==> config.mk <==
export PLATFORM = sky130hd
export DESIGN_NAME = serial_div_arbiter
export DESIGN_NICKNAME = d
export VERILOG_FILES = /design/src/rtl/serial_div_pkg.sv /design/src/rtl/rr_arbiter.sv /design/src/rtl/serial_div_arbiter.sv
export SDC_FILE = /design/constraint.sdc
export NUM_CORES = 1
export LEC_CHECK = 0
export ABC_AREA = 1
export CAP_MARGIN = 20
export CORE_AREA = 5 5 205 207
export DETAILED_ROUTE_END_ITERATION = 8
export DIE_AREA = 0 0 210 212
export DONT_BUFFER_PORTS = 1
export SLEW_MARGIN = 20
export SYNTH_ARGS = -nofsm -noshare
export SYNTH_HDL_FRONTEND = slang
export SYNTH_HIERARCHICAL = 1
export SYNTH_SLANG_ARGS = --single-unit
==> constraint.sdc <==
create_clock -name clk -period 1.85 [get_ports clk]
set_input_delay 0.0925 -clock clk [delete_from_list [all_inputs] [get_ports clk]]
set_output_delay 0.0925 -clock clk [all_outputs]
set_load 0.01 [all_outputs]
==> src/rtl/serial_div_pkg.sv <==
// rtl/serial_div_pkg.sv - shared FSM encoding and requester count for the serial divider arbiter
package serial_div_pkg;

    localparam int NUM_REQ = 2;

    typedef enum logic [1:0] {
        ST_IDLE  = 2'd0,
        ST_ISSUE = 2'd1,
        ST_WAIT  = 2'd2,
        ST_RESP  = 2'd3
    } state_e;

endpackage

==> src/rtl/rr_arbiter.sv <==
// rtl/rr_arbiter.sv - two-way round-robin grant; ptr breaks ties when both requesters are valid
module rr_arbiter
    import serial_div_pkg::*;
(
    input  logic [NUM_REQ-1:0] req,
    input  logic               ptr,
    output logic [NUM_REQ-1:0] grant
);

    always_comb begin
        grant = '0;
        if (&req) begin
            grant[ptr] = 1'b1;
        end else begin
            grant = req;
        end
    end

endmodule

==> src/rtl/serial_div_arbiter.sv <==
// rtl/serial_div_arbiter.sv - shares one serial divider between two requesters (IDLE/ISSUE/WAIT/RESP)
// Optional DIV_ZERO_CHECK_EN: zero divisors bypass the divider and return all ones with resp_err.
module serial_div_arbiter
    import serial_div_pkg::*;
#(
    parameter int width = 64
)
(
    input  logic                     clk,
    input  logic                     asyn_reset,
    input  logic [2*width-1:0]       req_x,
    input  logic [2*width-1:0]       req_y,
    input  logic [NUM_REQ-1:0]       req_vld,
    output logic [NUM_REQ-1:0]       req_rdy,
    output logic [width-1:0]         resp_q,
    output logic [NUM_REQ-1:0]       resp_vld,
    input  logic [NUM_REQ-1:0]       resp_rdy,
`ifdef DIV_ZERO_CHECK_EN
    output logic                     resp_err,
`endif
    output logic [width-1:0]         div_x,
    output logic [width-1:0]         div_y,
    output logic                     div_x_vld,
    output logic                     div_y_vld,
    input  logic                     div_x_rdy,
    input  logic                     div_y_rdy,
    input  logic [width-1:0]         div_q,
    input  logic                     div_q_vld,
    output logic                     div_q_rdy,
    output logic                     busy
);

    state_e             state_q, state_d;
    logic               rr_ptr_q, rr_ptr_d;
    logic               owner_q, owner_d;
    logic [width-1:0]   opx_q, opx_d;
    logic [width-1:0]   opy_q, opy_d;
    logic [width-1:0]   res_q, res_d;
    logic               x_done_q, x_done_d;
    logic               y_done_q, y_done_d;
`ifdef DIV_ZERO_CHECK_EN
    logic               err_q, err_d;
`endif

    logic [NUM_REQ-1:0] grant;
    logic               gsel;
    logic [width-1:0]   sel_x;
    logic [width-1:0]   sel_y;

    rr_arbiter u_rr_arbiter (
        .req   (req_vld),
        .ptr   (rr_ptr_q),
        .grant (grant)
    );

    assign gsel  = grant[1];
    assign sel_x = gsel ? req_x[2*width-1:width] : req_x[width-1:0];
    assign sel_y = gsel ? req_y[2*width-1:width] : req_y[width-1:0];

    always_ff @(posedge clk) begin
        if (asyn_reset) begin
            state_q  <= ST_IDLE;
            rr_ptr_q <= 1'b0;
            owner_q  <= 1'b0;
            opx_q    <= '0;
            opy_q    <= '0;
            res_q    <= '0;
            x_done_q <= 1'b0;
            y_done_q <= 1'b0;
`ifdef DIV_ZERO_CHECK_EN
            err_q    <= 1'b0;
`endif
        end else begin
            state_q  <= state_d;
            rr_ptr_q <= rr_ptr_d;
            owner_q  <= owner_d;
            opx_q    <= opx_d;
            opy_q    <= opy_d;
            res_q    <= res_d;
            x_done_q <= x_done_d;
            y_done_q <= y_done_d;
`ifdef DIV_ZERO_CHECK_EN
            err_q    <= err_d;
`endif
        end
    end

    always_comb begin
        state_d  = state_q;
        rr_ptr_d = rr_ptr_q;
        owner_d  = owner_q;
        opx_d    = opx_q;
        opy_d    = opy_q;
        res_d    = res_q;
        x_done_d = x_done_q;
        y_done_d = y_done_q;
`ifdef DIV_ZERO_CHECK_EN
        err_d    = err_q;
`endif
        case (state_q)
            ST_IDLE: begin
                if (|grant) begin
                    owner_d  = gsel;
                    rr_ptr_d = ~gsel;
                    opx_d    = sel_x;
                    opy_d    = sel_y;
                    x_done_d = 1'b0;
                    y_done_d = 1'b0;
`ifdef DIV_ZERO_CHECK_EN
                    if (sel_y == '0) begin
                        state_d = ST_RESP;
                        res_d   = '1;
                        err_d   = 1'b1;
                    end else begin
                        state_d = ST_ISSUE;
                        err_d   = 1'b0;
                    end
`else
                    state_d = ST_ISSUE;
`endif
                end
            end
            ST_ISSUE: begin
                // Each operand channel completes on its own; leave only when both have.
                x_done_d = x_done_q | (div_x_vld & div_x_rdy);
                y_done_d = y_done_q | (div_y_vld & div_y_rdy);
                if (x_done_d && y_done_d) begin
                    state_d = ST_WAIT;
                end
            end
            ST_WAIT: begin
                if (div_q_vld) begin
                    res_d   = div_q;
                    state_d = ST_RESP;
                end
            end
            ST_RESP: begin
                if (resp_rdy[owner_q]) begin
                    state_d = ST_IDLE;
                end
            end
            default: state_d = ST_IDLE;
        endcase
    end

    always_comb begin
        req_rdy   = '0;
        resp_vld  = '0;
        div_x_vld = 1'b0;
        div_y_vld = 1'b0;
        div_q_rdy = 1'b0;
        case (state_q)
            ST_IDLE:  req_rdy = grant & ~{NUM_REQ{asyn_reset}};
            ST_ISSUE: begin
                div_x_vld = ~x_done_q;
                div_y_vld = ~y_done_q;
            end
            ST_WAIT:  div_q_rdy = 1'b1;
            ST_RESP:  resp_vld[owner_q] = 1'b1;
            default:  req_rdy = '0;
        endcase
    end

    assign busy   = (state_q != ST_IDLE);
    assign resp_q = res_q;
    assign div_x  = opx_q;
    assign div_y  = opy_q;
`ifdef DIV_ZERO_CHECK_EN
    assign resp_err = err_q & (state_q == ST_RESP);
`endif

endmodule

==> results of run 1 <==
-- logic make-up (layout without fill, tap and decap cells) --
family,count (synthesis),after routing,share of synthesized area (%)
simple gates,449,449,22.1
flops,198,198,51.5
other cells,0,1,0
buf+inv,95,152,6.25
compound gates,252,252,19.3
fa+ha+maj,5,5,0.812
-- flip-flops by register name, indices dropped and copies added, names as in the netlist --
register and cells:
div_x 64, div_y 64, resp_q 64, state_q 2, owner_q 1, rr_ptr_q 1
x_done_q 1, y_done_q 1
-- where the power goes --
group / switching (mW) / total (mW) / leakage (nW) / internal [mW]
Clock: 1.73 / 3.63 / 0.272 / 1.90
Combinational: 2.33 / 3.82 / 1.45 / 1.49
Sequential: 1.15 / 6.32 / 1.62 / 5.16
-- routing by layer --
metal	GRT usage [%]	vias up
met5	0	-
met4	7.20	2
met3	6.63	58
met2	20.7	451
met1	12.8	3435
li1	-	3416
-- cell type report --
cell class              count  share of cell area [%]
well taps                 532                    6.91
flip-flops and latches    198                    41.1
inverters                  18                   0.727
repair buffers            102                    11.4
clock inverters            13                    1.27
diodes                      1                  0.0260
clock buffers              19                    4.60
multi-input cells         706                    34.0
-- through the flow --
| stage | util (%) | setup TNS [ps] | setup WS, ps |
|---|---|---|---|
| floorplan | - | 0 | 344 |
| global placement | 20.5 | 0 | 171 |
| detailed placement | 20.5 | 0 | 90.7 |
| CTS | 23.7 | 0 | 52.4 |
| global route | 24.0 | -15.3 | -10.0 |
| finish | 24.0 | 0 | 18.4 |
-- worst max path at each step --
stage / startpoint / end / slack [ps] / cells past startpoint
detailed placement: state_q[0] / div_x[13] / 90 / 7
finish: state_q[1] / resp_q[5] / 20 / 7
global placement: state_q[0] / div_x[44] / 170 / 9
global route: state_q[1] / resp_q[5] / -10 / 7
floorplan: state_q[0] / div_x[13] / 340 / 9
CTS: state_q[1] / resp_q[5] / 50 / 7
-- critical path, cell delays in order, from the launching register on --
cell           delay [ps]
dfxtp_1               340
buf_4                 130
ha_2                  210
nand2_2                80
buf_4                 170
o21ai_0               170
dlygate4sd3_1         580
nor2_1                 40
-- synth_stat cells (all sizes together) --
cell type,instances
a21oi,59
a22oi,52
a31oi,76
buf,46
clkbuf,31
dfxtp,198
ha,5
inv,18
nand2,301
nand3,5
nor2,142
nor3,1
o211ai,1
o21ai,64
-- repair_timing --
item                                    CTS  global route
hold endpoints to repair                197           130
buffers inserted                          0             4
gates resized for setup                   0             8
endpoints found under the setup margin    0            24
-- layout by cell type, fill, tap and decap left out, types with 18 or more instances in the layout --
| master | count |
|---|---|
| a21oi_1 | 59 |
| clkbuf_16 | 19 |
| a22oi_1 | 52 |
| nor2_1 | 140 |
| a31oi_1 | 75 |
| o21ai_0 | 63 |
| dlygate4sd3_1 | 72 |
| nand2_1 | 299 |
| buf_4 | 18 |
| dfxtp_1 | 198 |
==> metrics.txt, run 1 <==
reg-to-reg endpoint resp_q[5]; top sig layer met5; I/O Buffers 0; RD Place Congestion 0.834; failing checks hold timing; wire per inst 19.1 µm; maximum clock path buffer count 2; vias per cell 4.63; skew final 10.4 ps; sequential cell area 3960 µm²; Met1 Wirelength 11.0 mm; Max transition margin 68.9%; total core area 40,200 µm²; Pwr Density 1430 nW/µm²; syn_area_per_cell 7.71 µm²; vias post-DR 7,362; Placed Instances 1,478; Post-Syn Nets 1,333; ANT nets after route 0; Setup CP Type flop to flop; Final Max Tran Viols 0; Final period util 99.0%; Unique masters post-synth 21; fmax 546 MHz; synthesized area 7700 µm²; cts hold-fix bufs 72; DR WL met2 14.5 mm; Crit path required time 2230 ps; root buffer selected by CTS clkbuf_16; CP Max Fanout 8; FF+latch count, synth 198; Tot Pwr 13.8 mW; Syn-to-layout area delta 25.1%; fillers 4,362; Final Hold Fails 130; initial antenna violation count 4; crit end category flop; FP Rows 74; Worst EP arrival 2210 ps; global-route wire length before repair 42.4 mm; min Tclk post-route 1830 ps; Peak VDD IR 0.000677 V; DIE HEIGHT 212 µm; Setup Viol. Count Final 0; maxcap violations 0; placed instance area 8260 µm²; Die W 210 µm; vias in the first global route 7,189; DIE AREA 44,500 µm²; cell area after layout 9640 µm²; RSZ-0062 raised after global routing yes; Worst-Skew Late Latency 480 ps; share of cells above drive strength 1 6.63%; clock-pin slew on the worst setup and hold paths 70 ps; Worst-Margin Slew 462 ps; Static Leakage 3.34 nW; Worst Hold Endpoint div_x[30]; Cells after Synth 999; hold path cells 1; total track usage 12.6%; number of buffers created by CTS 17; CTS tree yes; clk sinks 198; HP Class input pin to flop; reg2reg start state_q[1]; YS warnings 6; # H-tree levels 4; Starting DRT DRC Count 453; post-synthesis sequential area ratio 51.5%; status finished, violations left; placed wire-length estimate 21.6 mm; largest net degree at the start of global routing 136; drc violations 0; final wirelength 30.3 mm; Setup crit start kind flop; met3 wire len 3.70 mm; Starting Density 19.2%; Worst R2R Setup Slack 20 ps; layout net count 1,377; post-synth top area share 51.5%; GRT overflow 0; HP Start asyn_reset; Top-Level Pins 529; 1st-pass router iterations 5; biggest area consumer among synthesized cells dfxtp_1; Final Non-Filler Cells 1,589; Fin Hold WS -319 ps; Multi-input gate area 3270 µm²; Area contributors post-synth dfxtp_1 51%, nand2_1 15%, nor2_1 6.8%, a31oi_1 6.2%, a22oi_1 5.1%; Reg2Reg Depth 7
Power figures use the tool's default switching activity.
==> run 2, diff against run 1 <==
--- a/config.mk
+++ b/config.mk
@@ -6,11 +6,11 @@
 export NUM_CORES = 1
 export LEC_CHECK = 0
 export ABC_AREA = 1
+export BUFFER_PORTS_ARGS = -buffer_cell sky130_fd_sc_hd__buf_2
 export CAP_MARGIN = 20
 export CORE_AREA = 5 5 205 207
 export DETAILED_ROUTE_END_ITERATION = 8
 export DIE_AREA = 0 0 210 212
-export DONT_BUFFER_PORTS = 1
 export SLEW_MARGIN = 20
 export SYNTH_ARGS = -nofsm -noshare
 export SYNTH_HDL_FRONTEND = slang
==> run 2 against run 1 <==
The run now ends clean; hold slack better by 400 ps; wire length is 38% higher; clock-buffer cell count unchanged; largest power group is now combinational logic; clock skew fell by 5.6 ps; register-to-register slack improved by 95 ps; flip-flop and latch count is the same; first-iteration DRC count rose by 130%.
==> metrics.txt, run 2 (synthesis results as in run 1) <==
HP Start div_q_vld; dpl ws 60.3 ps; Worst R2R Setup Slack 110 ps; hold path cells 4; Final Hold Fails 0; Worst-Margin Slew 612 ps; wire per inst 17.6 µm; cell area after layout 15,100 µm²; Fin Hold WS 83.9 ps; share of cells above drive strength 1 33.0%; total track usage 16.4%; vias in the first global route 10,900; number of buffers created by CTS 17; PnR worst setup slack 113 ps; largest net degree at the start of global routing 88; fmax 576 MHz; Worst EP arrival 2130 ps; initial antenna violation count 2; Crit path required time 2240 ps; final wirelength 41.8 mm; Starting DRT DRC Count 1,056; layout net count 2,159; 1st-pass router iterations 7; drc violations 0; Peak VDD IR 0.000753 V; Critical Path, Cell by Cell inv_2, ha_4, nand2_2, nor2_4, buf_12, buf_6, nand2_1, a31oi_2; Setup Viol. Count Final 0; vias per cell 4.54; global-route wire length before repair 57.9 mm; Static Leakage 6.86 nW; most common cell after layout, fill and taps aside buf_2; slowest cell delay on critical path 350 ps; placed instance area 10,900 µm²; Syn-to-layout area delta 95.9%; Reg2Reg Depth 8; fillers 3,890; Max transition margin 59.2%; Die W 210 µm; clock-pin slew on the worst setup and hold paths 70 ps; vias post-DR 10,800; total core area 40,200 µm²; I/O Buffers 528; reg2reg start state_q[0]; Worst-Skew Late Latency 480 ps; Final TNS setup 0 ps; maxcap violations 0; DIE AREA 44,500 µm²; CTS tree yes; DIE HEIGHT 212 µm; crit end category flop; HP Class input pin to flop; RD Place Congestion 0.887; Starting Density 19.2%; status completed; Setup CP Type flop to flop; Top-Level Pins 529; maximum clock path buffer count 2; placed wire-length estimate 24.0 mm; clk sinks 198; GRT overflow 0; FP Rows 74; Util after Layout 37.5%; Worst Hold Endpoint resp_q[5]; Pwr Density 1090 nW/µm²; commonest non-fill, non-tap cells in the layout 527 x buf_2, 322 x dlygate4sd3_1, 298 x nand2_1, 198 x dfxtp_1, 140 x nor2_1; min Tclk post-route 1740 ps; ANT nets after route 0; skew final 4.87 ps; root buffer selected by CTS clkbuf_16; Final Max Tran Viols 0; Final period util 93.9%; # H-tree levels 4; CP Max Fanout 14; slowest stage cell, crit path dfxtp_1; reg-to-reg endpoint div_y[40]; Setup crit start kind flop; RSZ-0062 raised after global routing no
==> run 2: changes by cell type in the layout (fill, tap and decap cells not counted), sizes merged <==
cell	delta
bufinv	+4
diode	+2
clkbuf	+5
inv	-3
dlygate4sd3	+250
clkinvlp	-1
buf	+527
==> run 2: critical path, delay by kind of cell (launching register included) <==
kind	cells	cell delay (ps)
AND/OR/NAND/NOR	3	440
AO/OA/AOI/OAI	1	220
adder cells (fa/ha/maj)	1	160
buffers and inverters	3	460
flip-flops	1	350
==> run 2: metal layers <==
layer / share of wire (%) / GRT usage [%] / wire length, µm
met5: 0.031 / 0 / 13
met2: 48 / 27.8 / 20200
met3: 10 / 6.39 / 4340
met1: 36 / 17.4 / 15200
met4: 4.9 / 9.88 / 2070
==> run 2: how the worst max path moves through the flow <==
stage / slack, ps / to / from / cells past startpoint
6_report: 110 / div_y[40] / state_q[0] / 8
5_1_grt: 10 / div_y[40] / state_q[0] / 8
4_1_cts: 40 / div_x[63] / state_q[0] / 8
3_3_place_gp: 130 / div_y[6] / state_q[0] / 8
3_5_place_dp: 60 / div_x[63] / state_q[0] / 8
2_1_floorplan: 340 / div_x[13] / state_q[0] / 9
==> run 2: metrics by stage <==
stage / total power, mW / std cells
after floorplan: 8.66 / 999
after global placement: 10.8 / 2001
after detailed placement: 10.9 / 2001
after CTS: 15.6 / 2355
after global routing: 17.3 / 2371
final: 16.4 / 2373
==> run 2: area by class of cell <==
| class | instances | area, µm² | share of cell area (%) |
|---|---|---|---|
| well taps | 532 | 666 | 4.41 |
| repair buffers | 884 | 6440 | 42.7 |
| diodes | 3 | 7.51 | 0.0498 |
| multi-input cells | 706 | 3290 | 21.8 |
| clock inverters | 13 | 203 | 1.34 |
| flip-flops and latches | 198 | 3960 | 26.3 |
| clock buffers | 19 | 443 | 2.94 |
| inverters | 18 | 70.1 | 0.464 |
==> run 2: what timing repair did <==
action                                  in CTS  in global routing
hold buffers                               322                  0
endpoints found under the setup margin       0                173
buffers inserted                             0                  5
hold endpoints to repair                   194                  0
gates resized for setup                      0                 18
==> run 2: power breakdown <==
part / total, mW / internal [mW] / switching (mW)
registers: 5.66 / 5.16 / 0.500
clock network: 4.15 / 2.43 / 1.72
logic: 6.59 / 2.83 / 3.76
==> run 3, diff against run 2 <==
--- a/config.mk
+++ b/config.mk
@@ -8,11 +8,11 @@
 export ABC_AREA = 1
 export BUFFER_PORTS_ARGS = -buffer_cell sky130_fd_sc_hd__buf_2
 export CAP_MARGIN = 20
-export CORE_AREA = 5 5 205 207
+export CORE_AREA = 5 5 201 203
+export CTS_CLUSTER_DIAMETER = 100
 export DETAILED_ROUTE_END_ITERATION = 8
-export DIE_AREA = 0 0 210 212
+export DIE_AREA = 0 0 206 208
 export SLEW_MARGIN = 20
 export SYNTH_ARGS = -nofsm -noshare
 export SYNTH_HDL_FRONTEND = slang
-export SYNTH_HIERARCHICAL = 1
 export SYNTH_SLANG_ARGS = --single-unit
==> run 3 against run 2 <==
First-iteration DRC count decreased by 31%; clock skew increased by 2.5 ps; clock power decreased by 3%; synthesized cell count increased by 39%; utilization increased by 4.1 points.
==> metrics.txt, run 3 <==
status completed; Final period util 93.7%; maximum clock path buffer count 2; met1 GRT Util 19.7%; top-count cell post-synth nand2_1; Die W 206 µm; Final Max Tran Viols 0; part of the power in combinational logic 42.4%; ANT nets after route 0; CTS tree yes; most common cell after layout, fill and taps aside buf_2; total core area 38,300 µm²; commonest non-fill, non-tap cells in the layout 527 x buf_2, 477 x nand2_1, 388 x nor2_1, 318 x dlygate4sd3_1, 197 x dfxtp_1; routing usage on met3 4.62%; Worst-Skew Late Latency 440 ps; RD Place Congestion 0.851; placed wire-length estimate 26.5 mm; biggest area consumer among synthesized cells dfxtp_1; fmax 577 MHz; slowest stage cell, crit path dfxtp_2; Util after Layout 41.7%; Syn-to-layout area delta 83.0%; root buffer selected by CTS clkbuf_16; Critical Path, Cell by Cell inv_2, ha_4, inv_1, nor2_4, inv_1, nor2_4, buf_2; switch share 39.3%; FP Rows 72; final wirelength 40.3 mm; Setup Viol. Count Final 0; global-route wire length before repair 62.0 mm; DIE HEIGHT 208 µm; wire per inst 14.6 µm; Cells after Synth 1,388; synthesized area 8720 µm²; slowest cell delay on critical path 350 ps; 1st-pass router iterations 7; Crit path required time 1760 ps; syn_area_per_cell 6.28 µm²; sequential power share 34.6%; vias in the first global route 12,200; Peak VDD IR 0.000620 V; clk sinks 198; Post-synth top flop dfxtp_1; post-synth top area share 45.5%; Pwr Density 1090 nW/µm²; Clock power frac 23.0%; drc violations 0; P_int 10.6 mW; Unique masters post-synth 15; min Tclk post-route 1730 ps; Top-Level Pins 529; FF+latch count, synth 198; Setup CP Type flop to primary output; layout net count 2,553; gr busiest metal met2; # H-tree levels 4; RSZ-0062 raised after global routing no; vias per cell 4.28; Tot Pwr 17.4 mW; initial antenna violation count 4; Final Hold Fails 0; maxcap violations 0; Max transition margin 57.6%; total track usage 18.0%; Worst-Margin Slew 636 ps; Post-Syn Nets 1,722; Starting DRT DRC Count 730; share of cells above drive strength 1 27.6%; met2 Usage GRT 30.2%; HP Class input pin to flop; number of synthesized flops with an enable pin 0; DIE AREA 42,800 µm²; CP Max Fanout 4; Static Leakage 8.68 nW; post-synthesis sequential area ratio 45.5%; skew final 7.39 ps; vias post-DR 11,800; number of buffers created by CTS 17; Starting Density 22.8%; Final TNS setup 0 ps; Worst EP arrival 1640 ps; GRT overflow 0; synth cell count leaders 479 x nand2_1, 388 x nor2_1, 198 x dfxtp_1; Area contributors post-synth dfxtp_1 45%, nand2_1 21%, nor2_1 17%, inv_1 5.6%, o21ai_0 3.7%; I/O Buffers 528; Psw 6.84 mW; largest net degree at the start of global routing 65; YS warnings 0; crit end category primary output; Setup crit start kind flop; asr flop ratio synth 0%; clock-pin slew on the worst setup and hold paths 80 ps
-- run 3: cell count changes in the layout (fill, tap and decap cells not counted), sizes merged, moves of 2 or more --
cell / previous run / this run
buf: 555 / 569
a22oi: 52 / 0
clkbuf: 26 / 17
a31oi: 76 / 0
bufinv: 5 / 2
inv: 19 / 138
nor2: 142 / 391
a21oi: 59 / 7
dlygate4sd3: 322 / 318
nand3: 5 / 36
diode: 3 / 5
nand2: 301 / 479
-- run 3: critical path: cells and delay by family, from the launching register on --
family,cells,cell delay (ps)
flip-flops,1,350
adder cells (fa/ha/maj),1,170
buffers and inverters,4,410
AND/OR/NAND/NOR,2,260
-- run 3: logic make-up (layout without fill, tap and decap cells) --
logic type      Yosys count  in the layout  synth area share (%)
compound gates           72             72                  4.26
fa+ha+maj                 5              5                 0.717
buf+inv                 207           1051                  9.79
flops                   198            198                  45.5
other cells               0              5                     0
simple gates            906            906                  39.8
-- run 3: worst paths after layout --
kind / start / end / slack, ps / depth (start not counted)
setup reg to reg: state_q[1] / resp_q[6] / 120 / 8
hold / removal: req_x[13] / div_x[13] / 60 / 5
setup / recovery: state_q[0] / req_rdy[1] / 120 / 7
hold reg to reg: resp_q[61] / resp_q[61] / 480 / 2
-- run 3: final cells by class --
class | instances | area, µm²
fillers | 3743 | 22300
repair buffers | 887 | 6270
flip-flops and latches | 198 | 3970
multi-input cells | 983 | 3930
well taps | 518 | 648
inverters | 132 | 495
clock buffers | 17 | 425
clock inverters | 15 | 209
diodes | 5 | 12.5
-- run 3: power groups by stage --
stage                     combinational [mW]  clock, mW  sequential [mW]
after CTS                               7.35       4.20             5.99
after global placement                  6.69          0             6.05
final                                   7.38       4.01             6.02
after global routing                    8.22       4.34             6.15
after floorplan                         3.34          0             6.54
after detailed placement                6.78          0             6.07
-- run 3: metal layers --
| metal | up-vias | share of wire, % | wire [µm] |
|---|---|---|---|
| met3 | 178 | 7.7 | 3080 |
| met4 | 0 | 6.9 | 2780 |
| met2 | 615 | 47 | 18900 |
| li1 | 5767 | - | - |
| met1 | 5227 | 38 | 15500 |
| met5 | - | 0 | 0 |
-- run 3: metrics by stage --
stage	std cells	hold WS, ps	setup slack [ps]	cell area, µm²
3_3_place_gp	2399	291	118	12100
3_5_place_dp	2399	291	44.2	12100
5_1_grt	2754	55.5	4.44	16000
2_1_floorplan	1388	203	306	8720
6_report	2755	61.1	117	16000
4_1_cts	2750	24.3	4.36	15900
-- run 3: repair_timing --
action / 4_1_cts / 5_1_grt
setup endpoints to repair: 2 / 31
endpoints found under the hold margin: 192 / 0
gates resized for setup: 5 / 3
gates cloned: 0 / 0
hold buffers: 318 / 0
buffers inserted: 1 / 0
pin swaps: 1 / 1
